## src/rtl/fifo_drain_serializer.sv

```systemverilog
// Drains words from a synchronous FIFO and emits them as OUT_WIDTH-bit slices on a
// valid/ready stream; a one-word hold register covers the FIFO's one-cycle read latency.
module fifo_drain_serializer #(
   parameter int WIDTH     = 32,
   parameter int OUT_WIDTH = 8,
   parameter int MSB_FIRST = 1
) (
   input  logic                 clk,
   input  logic                 reset,
   input  logic                 fifo_empty,
   input  logic [WIDTH-1:0]     fifo_d_out,
   output logic                 fifo_r_enb,
   output logic [OUT_WIDTH-1:0] m_data,
   output logic                 m_valid,
   input  logic                 m_ready,
   output logic                 m_last,
   output logic                 busy,
   output logic [15:0]          word_count
);

   localparam int RATIO = WIDTH / OUT_WIDTH;
   localparam int IDX_W = (RATIO > 1) ? $clog2(RATIO) : 1;
   localparam logic [IDX_W-1:0] LAST_IDX = IDX_W'(RATIO - 1);

   logic                 rd_inflight;
   logic                 hold_valid;
   logic [WIDTH-1:0]     hold_word;
   logic                 shift_valid;
   logic [WIDTH-1:0]     shift_word;
   logic [IDX_W-1:0]     slice_idx;
   logic [IDX_W-1:0]     sel;
   logic [OUT_WIDTH-1:0] slices [RATIO];
   logic                 accept;
   logic                 last_accept;

   // Stream handshake: a slice transfers on a rising edge where m_valid && m_ready;
   // once m_valid is high, m_data/m_last stay stable until that transfer happens.
   assign accept      = shift_valid && m_ready;
   assign last_accept = accept && (slice_idx == LAST_IDX);

   // A new read is only issued when its data is guaranteed a place (shift or hold).
   assign fifo_r_enb = !fifo_empty && !rd_inflight && !hold_valid && !reset;

   always_comb begin
      for (int i = 0; i < RATIO; i++) begin
         slices[i] = shift_word[i*OUT_WIDTH +: OUT_WIDTH];
      end
   end

   assign sel     = (MSB_FIRST != 0) ? (LAST_IDX - slice_idx) : slice_idx;
   assign m_data  = slices[sel];
   assign m_valid = shift_valid;
   assign m_last  = shift_valid && (slice_idx == LAST_IDX);
   assign busy    = rd_inflight || hold_valid || shift_valid;

   always_ff @(posedge clk or posedge reset) begin
      if (reset) begin
         rd_inflight <= 1'b0;
         hold_valid  <= 1'b0;
         hold_word   <= '0;
         shift_valid <= 1'b0;
         shift_word  <= '0;
         slice_idx   <= '0;
         word_count  <= '0;
      end else begin
         rd_inflight <= fifo_r_enb;

         if (accept) begin
            if (slice_idx == LAST_IDX) begin
               slice_idx  <= '0;
               word_count <= word_count + 16'd1;
            end else begin
               slice_idx <= slice_idx + IDX_W'(1);
            end
         end

         // Hold and an in-flight read never coexist, so these branches are exclusive.
         if (last_accept) begin
            if (hold_valid) begin
               shift_word <= hold_word;
               hold_valid <= 1'b0;
            end else if (rd_inflight) begin
               shift_word <= fifo_d_out;
            end else begin
               shift_valid <= 1'b0;
            end
         end else if (rd_inflight) begin
            if (!shift_valid) begin
               shift_word  <= fifo_d_out;
               shift_valid <= 1'b1;
            end else begin
               hold_word  <= fifo_d_out;
               hold_valid <= 1'b1;
            end
         end
      end
   end

endmodule

```

## config.mk

```make
export PLATFORM = sky130hd
export DESIGN_NAME = fifo_drain_serializer
export DESIGN_NICKNAME = d
export VERILOG_FILES = /design/src/rtl/fifo_drain_serializer.sv
export SDC_FILE = /design/constraint.sdc
export NUM_CORES = 1
export LEC_CHECK = 0
export CAP_MARGIN = 10
export CORE_ASPECT_RATIO = 1.1
export CORE_UTILIZATION = 35
export CTS_CLUSTER_DIAMETER = 30
export DETAILED_ROUTE_END_ITERATION = 10
export DONT_BUFFER_PORTS = 1
export PLACE_DENSITY_LB_ADDON = 0.12
export REMOVE_ABC_BUFFERS = 1
export SETUP_SLACK_MARGIN = 0.02
export SLEW_MARGIN = 20
export SYNTH_ARGS = -nofsm -noshare
export SYNTH_HDL_FRONTEND = slang
export SYNTH_SLANG_ARGS = --single-unit
```

## constraint.sdc

```tcl
create_clock -name clk -period 2.5 [get_ports clk]
set_clock_uncertainty 0.1 [all_clocks]
set_input_delay 0.375 -clock clk [delete_from_list [all_inputs] [get_ports clk]]
set_output_delay 0.375 -clock clk [all_outputs]
set_load 0.02 [all_outputs]
```

# After elaboration in Yosys (flattened, before gate mapping)
# Cells that the tools add are included.
dict set report word_totals {
  mem_bits_ro 0
  reg_bits 85
  mem_bits_rw 0
  latch_bits 0
  output_inout_bits 28
  memories 0
}
dict set report classes {
  shift 0
  n_mux 16
  reduce_logical 20
  n_div 0
  n_eq_ne 4
  order_cmp 1
  n_addsub 3
  multipliers 0
  n_bitwise 2
}
# operator count
set ops {}
lappend ops {{$mux 32} 5}
lappend ops {{$add 16x1->16 const B} 1}
lappend ops {{$bmux 8 s2} 1}
lappend ops {{$mux 8} 2}
lappend ops {{$reduce_and 3->1} 3}
lappend ops {{$mux 1} 7}
lappend ops {{$logic_and 1x1->1} 6}
lappend ops {{$reduce_bool 2->1} 3}
lappend ops {{$logic_not 1->1} 4}
lappend ops {{$ne 2x2->1 const B} 2}
lappend ops {{$reduce_and 2->1} 2}
lappend ops {{$ge 3x3->1 const B} 1}
lappend ops {{$not 2->3} 1}
lappend ops {{$add 2x1->2 const B} 1}
lappend ops {{$eq 2x2->1 const B} 1}
lappend ops {{$logic_or 1x1->1} 2}
lappend ops {{$mux 2} 1}
lappend ops {{$ne 2x1->1 const B} 1}
lappend ops {{$sub 2x2->2 const A} 1}
lappend ops {{$not 1->1} 1}

# Depth between registers and ports, before layout
# Gate-level depths: netlist (run 1).
dict set report logic_depth {
  depth_word 5
  mapped_depth 6
}

# Worst setup path before layout (run 1)
# No wires, ideal clock.
dict set report synth_timing {
  path_kind {register to register}
  startpoint {register shift_valid, in the netlist m_valid}
  endpoint {register word_count[9]}
  period_less_slack_ps 1693
  setup_slack_ps 807
  arrival_ps 1464
  path_stages_with_launch 6
  path_buffers 1
  path_cell_list {dfrtp_1 buf_2 nand4_4 nor4_4 nand4_1 xnor2_1}
}
dict set report synth_between {
  elab_chain_cells 2
}
# item line_no
set synth_lines {}
lappend synth_lines {{start, declared} 28} ;# logic shift_valid;
lappend synth_lines {{start signal, assigned} 61} ;# shift_valid <= 1'b0;
lappend synth_lines {{start signal, assigned} 85} ;# shift_valid <= 1'b0;
lappend synth_lines {{start signal, assigned} 90} ;# shift_valid <= 1'b1;
lappend synth_lines {{$logic_and 1x1->1} 38} ;# assign accept = shift_valid && m_ready;
lappend synth_lines {{$reduce_and 2->1 (no line)} n/a}
lappend synth_lines {{end signal, assigned} 71} ;# word_count <= word_count + 16'd1;
lappend synth_lines {{end, declared} 18} ;# output logic [15:0] word_count
# Every way passes these cells.
# A chain may end at the register's enable or synchronous reset.

# Final worst setup path (run 1)
dict set report layout_timing {
  startpoint {register slice_idx[0]}
  endpoint {output port m_data[1]}
}
dict set report layout_between {
  elab_chain_cells 5
}
# item line_no
set layout_lines {}
lappend layout_lines {{start, declared} 30} ;# logic [IDX_W-1:0] slice_idx;
lappend layout_lines {{start signal, assigned} 73} ;# slice_idx <= slice_idx + IDX_W'(1);
lappend layout_lines {{$sub 2x2->2} 50} ;# assign sel = (MSB_FIRST != 0) ? (LAST_IDX - slice_idx) : slice_idx;
lappend layout_lines {{$not 2->3 (not written as such)} 51} ;# assign m_data = slices[sel];
lappend layout_lines {{$bmux 8 s2} 51}
lappend layout_lines {{$mux 8 (not written as such) (2 in a row)} 51}
lappend layout_lines {{end, declared} 13} ;# output logic [OUT_WIDTH-1:0] m_data,
# Every way passes these cells. The select of a mux whose other input is x is not followed.

==> results of run 1 <==
==> what timing repair did <==
item,CTS,global route
setup endpoints to repair,0,0
hold buffers,1,0
resized for setup,0,0
hold endpoints to repair,44,0
==> area by class of cell <==
class	instances	share of cell area (%)
Multi-Input combinational cell	192	37.1
Timing Repair Buffer	9	2.54
Sequential cell	85	50.1
Inverter	2	0.206
Tap cell	143	4.22
Clock buffer	11	5.49
Clock inverter	3	0.354
==> critical path: cells and delay by family, from the launching register on <==
| family | cells | cell delay (ps) |
|---|---|---|
| DFF | 1 | 350 |
| muxes | 1 | 630 |
| buffers and inverters | 1 | 240 |
==> synthesized netlist by cell type <==
library cell	instances	area share, %
sky130_fd_sc_hd__nor2_1	34	3.4
sky130_fd_sc_hd__nor3_1	1	0.13
sky130_fd_sc_hd__and3_1	2	0.33
sky130_fd_sc_hd__buf_2	8	1.1
sky130_fd_sc_hd__nand4_4	1	0.56
sky130_fd_sc_hd__clkbuf_1	4	0.40
sky130_fd_sc_hd__nand3_1	4	0.53
sky130_fd_sc_hd__xor2_1	4	0.93
sky130_fd_sc_hd__ha_1	2	0.66
sky130_fd_sc_hd__o21ai_0	1	0.13
sky130_fd_sc_hd__mux2i_1	32	8.5
sky130_fd_sc_hd__a21oi_4	1	0.43
sky130_fd_sc_hd__a21o_1	1	0.20
sky130_fd_sc_hd__nand4_1	4	0.66
sky130_fd_sc_hd__xnor2_1	11	2.5
sky130_fd_sc_hd__nand2_1	11	1.1
sky130_fd_sc_hd__and2_1	1	0.17
sky130_fd_sc_hd__mux2_2	34	10
sky130_fd_sc_hd__a21oi_1	33	4.4
sky130_fd_sc_hd__mux4_2	8	4.8
sky130_fd_sc_hd__dfrtp_1	85	56
sky130_fd_sc_hd__nor3_4	1	0.43
sky130_fd_sc_hd__nand2b_1	1	0.17
sky130_fd_sc_hd__inv_1	2	0.20
sky130_fd_sc_hd__buf_4	3	0.60
sky130_fd_sc_hd__or3_1	1	0.17
sky130_fd_sc_hd__and4_1	2	0.46
sky130_fd_sc_hd__nor4_4	1	0.56
sky130_fd_sc_hd__nor4_1	1	0.17
==> state kept, by name, summed over array words and instances, names as in the netlist <==
signal	count
hold_valid	1
hold_word	32
m_valid	1
rd_inflight	1
shift_word	32
slice_idx	2
word_count	16
==> metrics by stage <==
stage	instance area (sq um)	TNS, ps	util, %
2_1_floorplan	3700	-36800	-
3_3_place_gp	3980	0	38.2
3_5_place_dp	3980	0	38.2
4_1_cts	4240	0	40.6
5_1_grt	4240	0	40.6
6_report	4240	0	40.6
==> routing by layer <==
layer | share of wire (%) | up-vias | GRT usage (%)
met5 | 0 | - | 0
met4 | 0.75 | 0 | 5.51
met3 | 6.6 | 6 | 4.79
met2 | 50 | 45 | 23.0
met1 | 43 | 1084 | 17.9
li1 | - | 1064 | -
==> report_power, final <==
part / switching [mW] / internal (mW)
Sequential: 0.384 / 1.97
Clock: 0.496 / 0.657
Combinational: 0.906 / 0.797
Total: 1.79 / 3.42
==> path summary, 6_finish.rpt <==
path | from | endpoint | slack, ps | cells after the start
setup reg to reg | m_valid | word_count[9] | 640 | 4
hold / removal | fifo_d_out[28] | hold_word[28] | 90 | 1
hold reg to reg | hold_word[9] | hold_word[9] | 400 | 1
max in group asynchronous | reset | word_count[7] | 1050 | 3
min in group asynchronous | reset | shift_word[29] | 560 | 2
setup / recovery | slice_idx[0] | m_data[1] | 480 | 2
==> kinds of logic (layout without fill, tap and decap cells) <==
| logic type | after synthesis | in the layout | synth area share, % |
|---|---|---|---|
| xor+xnor | 15 | 15 | 3.48 |
| compound gates | 36 | 36 | 5.13 |
| fa+ha+maj | 2 | 2 | 0.662 |
| simple gates | 65 | 65 | 8.81 |
| flops | 85 | 85 | 56.3 |
| mux | 74 | 74 | 23.4 |
| buf+inv | 17 | 25 | 2.25 |
==> key figures, run 1 <==
Floorplan
  • Die width: 101 microns
  • Overall die area: 11200 sq um
  • Overall die height: 111 microns
  • Initial standard-cell utilization of the core: a little over a third
  • Num rows: 39
  • Number of top-level pins: 64
  • Placeable Area: 10400 sq um

Drt
  • Initial detailed-routing violation count: about 120
  • Number of vias per cell: 4.94
  • # DRC: 0
  • Post-detailed-route count of antenna-violating nets: 0
  • Number of detailed-route iterations in the first pass: 4
  • Vias after detailed routing: ~2.2k
  • Total wirelength of the detailed-routed design: 7290 microns
  • Detail-routed net length per standard cell: 16.4 microns

Timing
  • Unrepaired setup endpoints after global routing: false
  • Slew Viols, Final: 0
  • Worst-Margin Slew: 818 ps
  • Setup WS post-layout: 482 ps
  • Worst-case headroom to the max-slew limit: about 45%
  • Worst Hold Slack: 92.1 ps
  • Final period demand of the worst path: 2020 ps
  • Final Hold Viols: 0
  • # setup viols final: 0
  • Fin crit share: 80.7%
  • Highest Clock Rate: just under 0.5 GHz

Synthesis
  • Gate Count Post-Synth: approximately 300
  • Post-synthesis cell area: 3780 sq um
  • Mean area per synthesized cell: 12.9 sq um
  • Yosys warning count: 0
  • Count of cell types in the netlist: 29
  • Total of flip-flops plus latches after synthesis: 85
  • Sequential area share after synthesis: approximately 56%

Clock network
  • Root Buffer Master: sky130_fd_sc_hd__clkbuf_16
  • CTS tree: yes
  • Number of buffers on the longest clock path: 2
  • Skew-Pair Late Insertion Delay: roughly 320 ps
  • Maximum level of the CTS H-tree: 3
  • Number of buffers added by the clock tree synthesis step: 9
  • Clock input transition at the sequential cells of the worst setup and hold paths: 60 ps
  • Total setup buffers inserted after CTS: 0
  • Count of clock tree sinks: 85

Status
  • Result of the run: completed

GRT
  • Vias in the first global route: 2356
  • First-pass GRT wire length: approximately 12000 microns
  • GRT Overall Usage: 14.4%
  • Pin count of the biggest net entering global routing: 46
  • Total congestion overflow after global routing: 0
  • Number of antenna violations at the first check in global routing: 0

Worst setup path
  • Critical path, cell by cell: buf_4 > mux4_2
  • Slowest stage cell on the critical path: sky130_fd_sc_hd__mux4_2
  • Worst stage delay on the critical path: 630 ps
  • Worst Path Class, Setup: register to output port
  • Peak fanout along the critical path: 10
  • Category of the worst setup path capture point: output port
  • Data required time of the worst path: just over 2000 ps
  • Data arrival at the endpoint of the critical path: between 1500 and 2000 ps
  • Kind of launch point of the worst setup path: register

Place
  • Port bufs: 0
  • Final estimated routing congestion in global placement: 0.705
  • Total half-perimeter wirelength after legalization and detailed placement: 4720 microns
  • Placed Instances: 430
  • Worst setup slack before clock tree synthesis: around 640 ps

Power
  • Worst supply voltage drop on vdd: 0.492 mV
  • Pwr/cell area: 1230 nW/um^2
  • Leak pwr: 1.98 nW
  • Overall power: 5.21 mW

Finish
  • Area Growth Syn to Fin: 12.3%
  • Total number of nets in the final design: 337
  • Area of the multi-input gates: between 1500 and 2000 sq um
  • Diode insertion count for antenna repair: 0
  • Fill cell instance count of the final layout: 1002
  • Register Area: 2130 sq um
  • Layout cells sized above 1: approximately 23%
  • Most common cell after layout, fill and taps aside: sky130_fd_sc_hd__dfrtp_1
  • Layout Cells excl Fill: 445
  • Highest-count cells in the layout ignoring fill and taps: 85 x sky130_fd_sc_hd__dfrtp_1, 34 x sky130_fd_sc_hd__mux2_2, 34 x sky130_fd_sc_hd__nor2_1

Flow run
  • Total of max-cap violations: 0

Min path
  • HP Class: input pin to register
No activity file was read; power rests on OpenSTA's default activity.
==> run 2, diff against run 1 <==
==> constraint.sdc (replaced) <==
create_clock -name clk -period 1.83 [get_ports clk]
set_clock_uncertainty 0.1 [all_clocks]
set_input_delay 0.2745 -clock clk [delete_from_list [all_inputs] [get_ports clk]]
set_output_delay 0.2745 -clock clk [all_outputs]
set_load 0.02 [all_outputs]
==> run 2 against run 1 <==
Effect of this change: the run now ends with negative setup slack left; first-iteration DRC count down 42%; critical endpoint is now m_data[5]; non-clock buffer count increased by 54; combinational power rose by 68%; sequential cell count is the same; largest cell class unchanged; sequential share of layout area is 5.9 points lower.
==> key figures, run 2 (synthesis gave the netlist of run 1 again) <==
Status
  • Result of the run: complete, but fails checks
  • Failing checks: negative setup slack

Power
  • Leak pwr: 2.24 nW (+13%)
  • Pwr/cell area: 1570 nW/um^2 (+28%)
  • Overall power: 7.55 mW (+45%)
  • Worst supply voltage drop on vdd: 0.667 mV (+35%)

Clock network
  • Count of clock tree sinks: 85 (unchanged)
  • Number of buffers added by the clock tree synthesis step: 9 (unchanged)
  • Number of buffers on the longest clock path: 2 (unchanged)
  • Root Buffer Master: sky130_fd_sc_hd__clkbuf_16
  • Clock input transition at the sequential cells of the worst setup and hold paths: 60 ps (about the same)
  • Skew-Pair Late Insertion Delay: 330 ps (about the same)
  • CTS tree: yes
  • Maximum level of the CTS H-tree: 3 (unchanged)

Finish
  • Diode insertion count for antenna repair: 0 (unchanged)
  • Biggest registers after layout: hold_word x32, shift_word x32, word_count x16
  • Fraction of the core area covered by cells at the end of the flow: 46.0% (+5.4 points)
  • Most common cell after layout, fill and taps aside: sky130_fd_sc_hd__dfrtp_1
  • Highest-count cells in the layout ignoring fill and taps: 85 x sky130_fd_sc_hd__dfrtp_1, 34 x sky130_fd_sc_hd__mux2_2, 34 x sky130_fd_sc_hd__nor2_1
  • Post-route design area: 4800 sq um (+13%)
  • Layout cells sized above 1: 25.1% (+2.6 points)
  • Layout Cells excl Fill: 501 (+13%)
  • Total number of nets in the final design: 391 (+16%)
  • Area Growth Syn to Fin: 27.1%

Min path
  • Hold Path End: word_count[2]
  • HP Class: input pin to register
  • Launch point of the worst hold path: m_ready
  • Instance count along the most critical hold path: 2 (+1)

Floorplan
  • Overall die height: 111 microns (unchanged)
  • Placeable Area: 10400 sq um (unchanged)
  • Initial standard-cell utilization of the core: 36.2% (unchanged)
  • Overall die area: 11200 sq um (unchanged)
  • Num rows: 39 (unchanged)
  • Number of top-level pins: 64 (unchanged)
  • Die width: 101 microns (unchanged)

Timing
  • Final period demand of the worst path: roughly 1900 ps
  • Unrepaired setup endpoints after global routing: true
  • Final Hold Viols: 0 (unchanged)
  • # setup viols final: 32 (+32)
  • Highest Clock Rate: 0.527 GHz
  • Slew Viols, Final: 0 (unchanged)
  • Worst-case headroom to the max-slew limit: 68.0% (+23 points)
  • Setup WS post-layout: -68.2 ps (-550 ps)
  • Setup TNS after final layout: -757 ps (-757 ps)
  • Fin crit share: 104%
  • Worst-Margin Slew: 480 ps (-338 ps)
  • Worst Hold Slack: 21.9 ps (-70.2 ps)

Worst setup path
  • Worst reg-to-reg setup slack: -20 ps (-660 ps)
  • CP Buf/Inv Count: 2 (+1)
  • Data arrival at the endpoint of the critical path: 1520 ps (-20 ps)
  • Worst stage delay on the critical path: 580 ps (-50 ps)
  • Critical path, cell by cell: buf_4 > buf_16 > mux4_2
  • Peak fanout along the critical path: 5 (-5)
  • Launching point of the worst reg2reg path: slice_idx[0]
  • Worst Reg2Reg Path Length in Cells: 6 (+2)
  • Slowest stage cell on the critical path: sky130_fd_sc_hd__mux4_2
  • Data required time of the worst path: 1460 ps (-570 ps)
  • Category of the worst setup path capture point: output port
  • CP top delay family: multiplexers
  • Worst path depth: 3 (+1)
  • Worst Path Class, Setup: register to output port
  • Source of the critical timing path: slice_idx[0]
  • Endpoint of the worst register-to-register path: hold_word[20]
  • Kind of launch point of the worst setup path: register

Drt
  • Vias after detailed routing: 2382 (+8.3%)
  • Detail-routed net length per standard cell: 15.7 microns (-4.4%)
  • Initial detailed-routing violation count: 69 (-42%)
  • Number of vias per cell: 4.75 (-3.8%)
  • Post-detailed-route count of antenna-violating nets: 0 (unchanged)
  • Total wirelength of the detailed-routed design: 7850 microns (+7.6%)
  • # DRC: 0 (unchanged)
  • Number of detailed-route iterations in the first pass: 4 (unchanged)

Place
  • Placed Instances: 447 (+4.0%)
  • Final estimated routing congestion in global placement: 0.676 (-4.2%)
  • Total placed instance area: 4100 sq um (+2.9%)
  • Port bufs: 0 (unchanged)
  • Total half-perimeter wirelength after legalization and detailed placement: 5020 microns (+6.4%)
  • Worst setup slack before clock tree synthesis: -16.4 ps (-660 ps)

GRT
  • Total congestion overflow after global routing: 0 (unchanged)
  • First-pass GRT wire length: 12800 microns (+5.7%)
  • Vias in the first global route: 2490 (+5.7%)
  • Number of antenna violations at the first check in global routing: 0 (unchanged)
  • Pin count of the biggest net entering global routing: 65 (+41%)
  • GRT Overall Usage: 15.0% (+0.56 points)

Flow run
  • Total of max-cap violations: 0 (unchanged)
run 2: changes by cell type in the layout (fill, tap and decap cells not counted), sizes merged:
cell,delta
buf,+21
clkinv,-1
clkbuf,+4
dlygate4sd3,+32
run 2: power breakdown:
group          switching, mW  internal (mW)
registers              0.406           2.69
clock network          0.688          0.918
logic                   1.44           1.41
run 2: what timing repair did:
action                                  4_1_cts  5_1_grt
gates resized for setup                       8        4
endpoints found under the hold margin        56        0
buffers inserted                              2        1
hold buffers                                 33        0
pin swaps                                     1        1
endpoints found under the setup margin       29       82
cloned                                        1        1
run 2: routing by layer:
layer  global-route usage [%]  share of wire, %  vias to the layer above
li1                         -                 -                     1156
met1                     19.7                45                     1170
met2                     22.8                47                       50
met3                     5.55               7.0                        6
met4                     4.64              0.97                        0
met5                        0                 0                        -
run 2: area by class of cell:
cell class	count	area [sq um]
flip-flops and latches	85	2130
multi-input cells	192	1580
clock inverters	2	10.0
fillers	1000	5640
inverters	2	8.76
clock buffers	14	244
repair buffers	63	657
well taps	143	179
run 2: worst max path at each step:
stage,end
floorplan,shift_word[0]
global placement,hold_word[19]
detailed placement,hold_word[31]
CTS,m_data[2]
global route,m_data[1]
finish,m_data[5]
run 2: worst reg2reg max path, delay by kind of cell (launching register included):
kind / cells / cell delay [ps]
adders and majority gates: 1 / 280
buffers and inverters: 2 / 310
DFF: 1 / 360
muxes: 1 / 370
and+or+nand+nor: 2 / 320
==> run 3, diff against run 2 <==
--- a/config.mk
+++ b/config.mk
@@ -5,6 +5,7 @@
 export SDC_FILE = /design/constraint.sdc
 export NUM_CORES = 1
 export LEC_CHECK = 0
+export ABC_CLOCK_PERIOD_IN_PS = 1830
 export CAP_MARGIN = 10
 export CORE_ASPECT_RATIO = 1.1
 export CORE_UTILIZATION = 35
@@ -13,7 +14,8 @@
 export DONT_BUFFER_PORTS = 1
 export PLACE_DENSITY_LB_ADDON = 0.12
 export REMOVE_ABC_BUFFERS = 1
-export SETUP_SLACK_MARGIN = 0.02
+export SETUP_SLACK_MARGIN = 0.3
+export SKIP_CTS_REPAIR_TIMING = 1
 export SLEW_MARGIN = 20
 export SYNTH_ARGS = -nofsm -noshare
 export SYNTH_HDL_FRONTEND = slang
==> run 3 against run 2 <==
Effect of this change: largest power group is now combinational logic; maximum frequency increased by 1.2%; largest cell class unchanged; sequential share of layout area decreased by 3.2 points; critical path type unchanged; sequential power increased by 2%; the run still ends with negative setup slack left; non-clock buffer count increased by 17.
==> key figures, run 3 (synthesis gave the netlist of run 1 again) <==
Place
  • Worst setup slack before clock tree synthesis: -16.4 ps (unchanged)
  • Port bufs: 0 (unchanged)
  • Final estimated routing congestion in global placement: 0.676 (unchanged)
  • Total placed instance area: 4100 sq um (unchanged)
  • Total half-perimeter wirelength after legalization and detailed placement: 5020 microns (unchanged)

Timing
  • Final Hold Viols: 0 (unchanged)
  • Worst-case headroom to the max-slew limit: 67.2% (-0.75 points)
  • Unrepaired setup endpoints after global routing: true
  • Worst-Margin Slew: 491 ps (+11.3 ps)
  • Setup TNS after final layout: -956 ps (-199 ps)
  • Highest Clock Rate: 0.533 GHz (+1.2%)
  • # setup viols final: 40 (+25%)
  • Setup WS post-layout: -45.6 ps (+22.6 ps)
  • Fin crit share: 102% (-1.2 points)
  • Slew Viols, Final: 0 (unchanged)
  • Final period demand of the worst path: 1880 ps (-22.6 ps)

Floorplan
  • Initial standard-cell utilization of the core: 36.2% (unchanged)
  • Placeable Area: 10400 sq um (unchanged)
  • Overall die area: 11200 sq um (unchanged)
  • Overall die height: 111 microns (unchanged)
  • Num rows: 39 (unchanged)
  • Number of top-level pins: 64 (unchanged)
  • Die width: 101 microns (unchanged)

GRT
  • First-pass GRT wire length: 12100 microns (-5.8%)
  • Number of antenna violations at the first check in global routing: 0 (unchanged)
  • Total congestion overflow after global routing: 0 (unchanged)
  • Vias in the first global route: 2311 (-7.2%)
  • Pin count of the biggest net entering global routing: 65 (unchanged)
  • GRT Overall Usage: 14.1% (-0.82 points)

Power
  • Worst supply voltage drop on vdd: 0.671 mV (+0.66%)
  • Pwr/cell area: 1580 nW/um^2 (+0.56%)
  • Leak pwr: 2.38 nW (+5.8%)

Drt
  • Detail-routed net length per standard cell: 17.9 microns (+14%)
  • Vias after detailed routing: 2530 (+6.2%)
  • Post-detailed-route count of antenna-violating nets: 0 (unchanged)
  • Number of vias per cell: 4.88 (+2.7%)
  • Initial detailed-routing violation count: 114 (+65%)
  • Number of detailed-route iterations in the first pass: 4 (unchanged)
  • # DRC: 0 (unchanged)
  • Total wirelength of the detailed-routed design: 9280 microns (+18%)

Flow run
  • Total of max-cap violations: 0 (unchanged)

Finish
  • Diode insertion count for antenna repair: 0 (unchanged)
  • Biggest registers after layout: hold_word x32, shift_word x32, word_count x16
  • Fill cell instance count of the final layout: 959 (-4.1%)
  • Fraction of the core area covered by cells at the end of the flow: 49.7% (+3.7 points)
  • Post-route design area: 5190 sq um (+8.1%)
  • Highest-count cells in the layout ignoring fill and taps: 82 x sky130_fd_sc_hd__dfrtp_1, 34 x sky130_fd_sc_hd__mux2_2, 33 x sky130_fd_sc_hd__dlygate4sd3_1
  • Area Growth Syn to Fin: 37.3%
  • Total number of nets in the final design: 408 (+4.3%)
  • Most common cell after layout, fill and taps aside: sky130_fd_sc_hd__dfrtp_1
  • Layout cells sized above 1: 33.3% (+8.2 points)

Clock network
  • Clock input transition at the sequential cells of the worst setup and hold paths: 60 ps (about the same)
  • Count of clock tree sinks: 85 (unchanged)
  • Root Buffer Master: sky130_fd_sc_hd__clkbuf_16
  • Maximum level of the CTS H-tree: 3 (unchanged)
  • Number of buffers added by the clock tree synthesis step: 9 (unchanged)
  • Skew-Pair Late Insertion Delay: 330 ps (about the same)
  • CTS tree: yes
  • Number of buffers on the longest clock path: 2 (unchanged)

Worst setup path
  • Launching point of the worst reg2reg path: slice_idx[0]
  • Data required time of the worst path: 1460 ps (about the same)
  • Worst Path Class, Setup: register to output port
  • CP top delay family: multiplexers
  • Data arrival at the endpoint of the critical path: 1500 ps (-20 ps)
  • Worst stage delay on the critical path: 580 ps (about the same)
  • Critical path, cell by cell: clkbuf_16 > mux4_2
  • CP Buf/Inv Count: 1 (-1)
  • Slowest stage cell on the critical path: sky130_fd_sc_hd__mux4_2
  • Source of the critical timing path: slice_idx[0]
  • Category of the worst setup path capture point: output port
  • Peak fanout along the critical path: 5 (unchanged)
  • Kind of launch point of the worst setup path: register

Status
  • Result of the run: complete, but fails checks
  • Failing checks: negative setup slack

Min path
  • HP Class: input pin to register
  • Launch point of the worst hold path: m_ready
[run 3: per-layer routing]
layer | GRT usage (%) | share of wire [%] | routed length (microns) | vias up
met5 | 0 | 0 | 0 | -
met4 | 4.64 | 0.82 | 76 | 0
met3 | 5.80 | 6.0 | 558 | 6
met2 | 20.9 | 49 | 4530 | 57
met1 | 18.7 | 44 | 4110 | 1275
li1 | - | - | - | 1192
[run 3: cell type report]
| type | count | area (sq um) | share of cell area [%] |
|---|---|---|---|
| multi-input cells | 192 | 1670 | 32.2 |
| flip-flops and latches | 85 | 2130 | 41.1 |
| inverters | 2 | 8.76 | 0.169 |
| well taps | 143 | 179 | 3.45 |
| clock inverters | 2 | 10.0 | 0.193 |
| repair buffers | 80 | 947 | 18.3 |
| clock buffers | 14 | 244 | 4.70 |
[run 3: report_power, final]
part           total, mW  internal [mW]  leakage (nW)  switching [mW]
Clock               1.61          0.918         0.125           0.692
Sequential          3.15           2.69          1.00           0.455
Combinational       3.45           1.80          1.25            1.65
[run 3: through the flow]
stage / hold WS (ps) / cells / power (mW)
after floorplan: 325 / 279 / 5.04
after global placement: 99.4 / 447 / 5.65
after detailed placement: 97.6 / 447 / 5.73
after CTS: -260 / 463 / 7.36
after global routing: 37.2 / 518 / 8.73
final: 23.1 / 518 / 8.21
[run 3: path summary, 6_finish.rpt]
path	slack, ps	to	cells after the start
worst min register to register	400	hold_word[18]	1
max in group asynchronous	660	hold_valid	3
worst max register to register	-40	hold_word[23]	7
min in group asynchronous	340	slice_idx[1]	2
worst max-delay path	-50	m_data[2]	2
worst min-delay path	20	word_count[2]	2
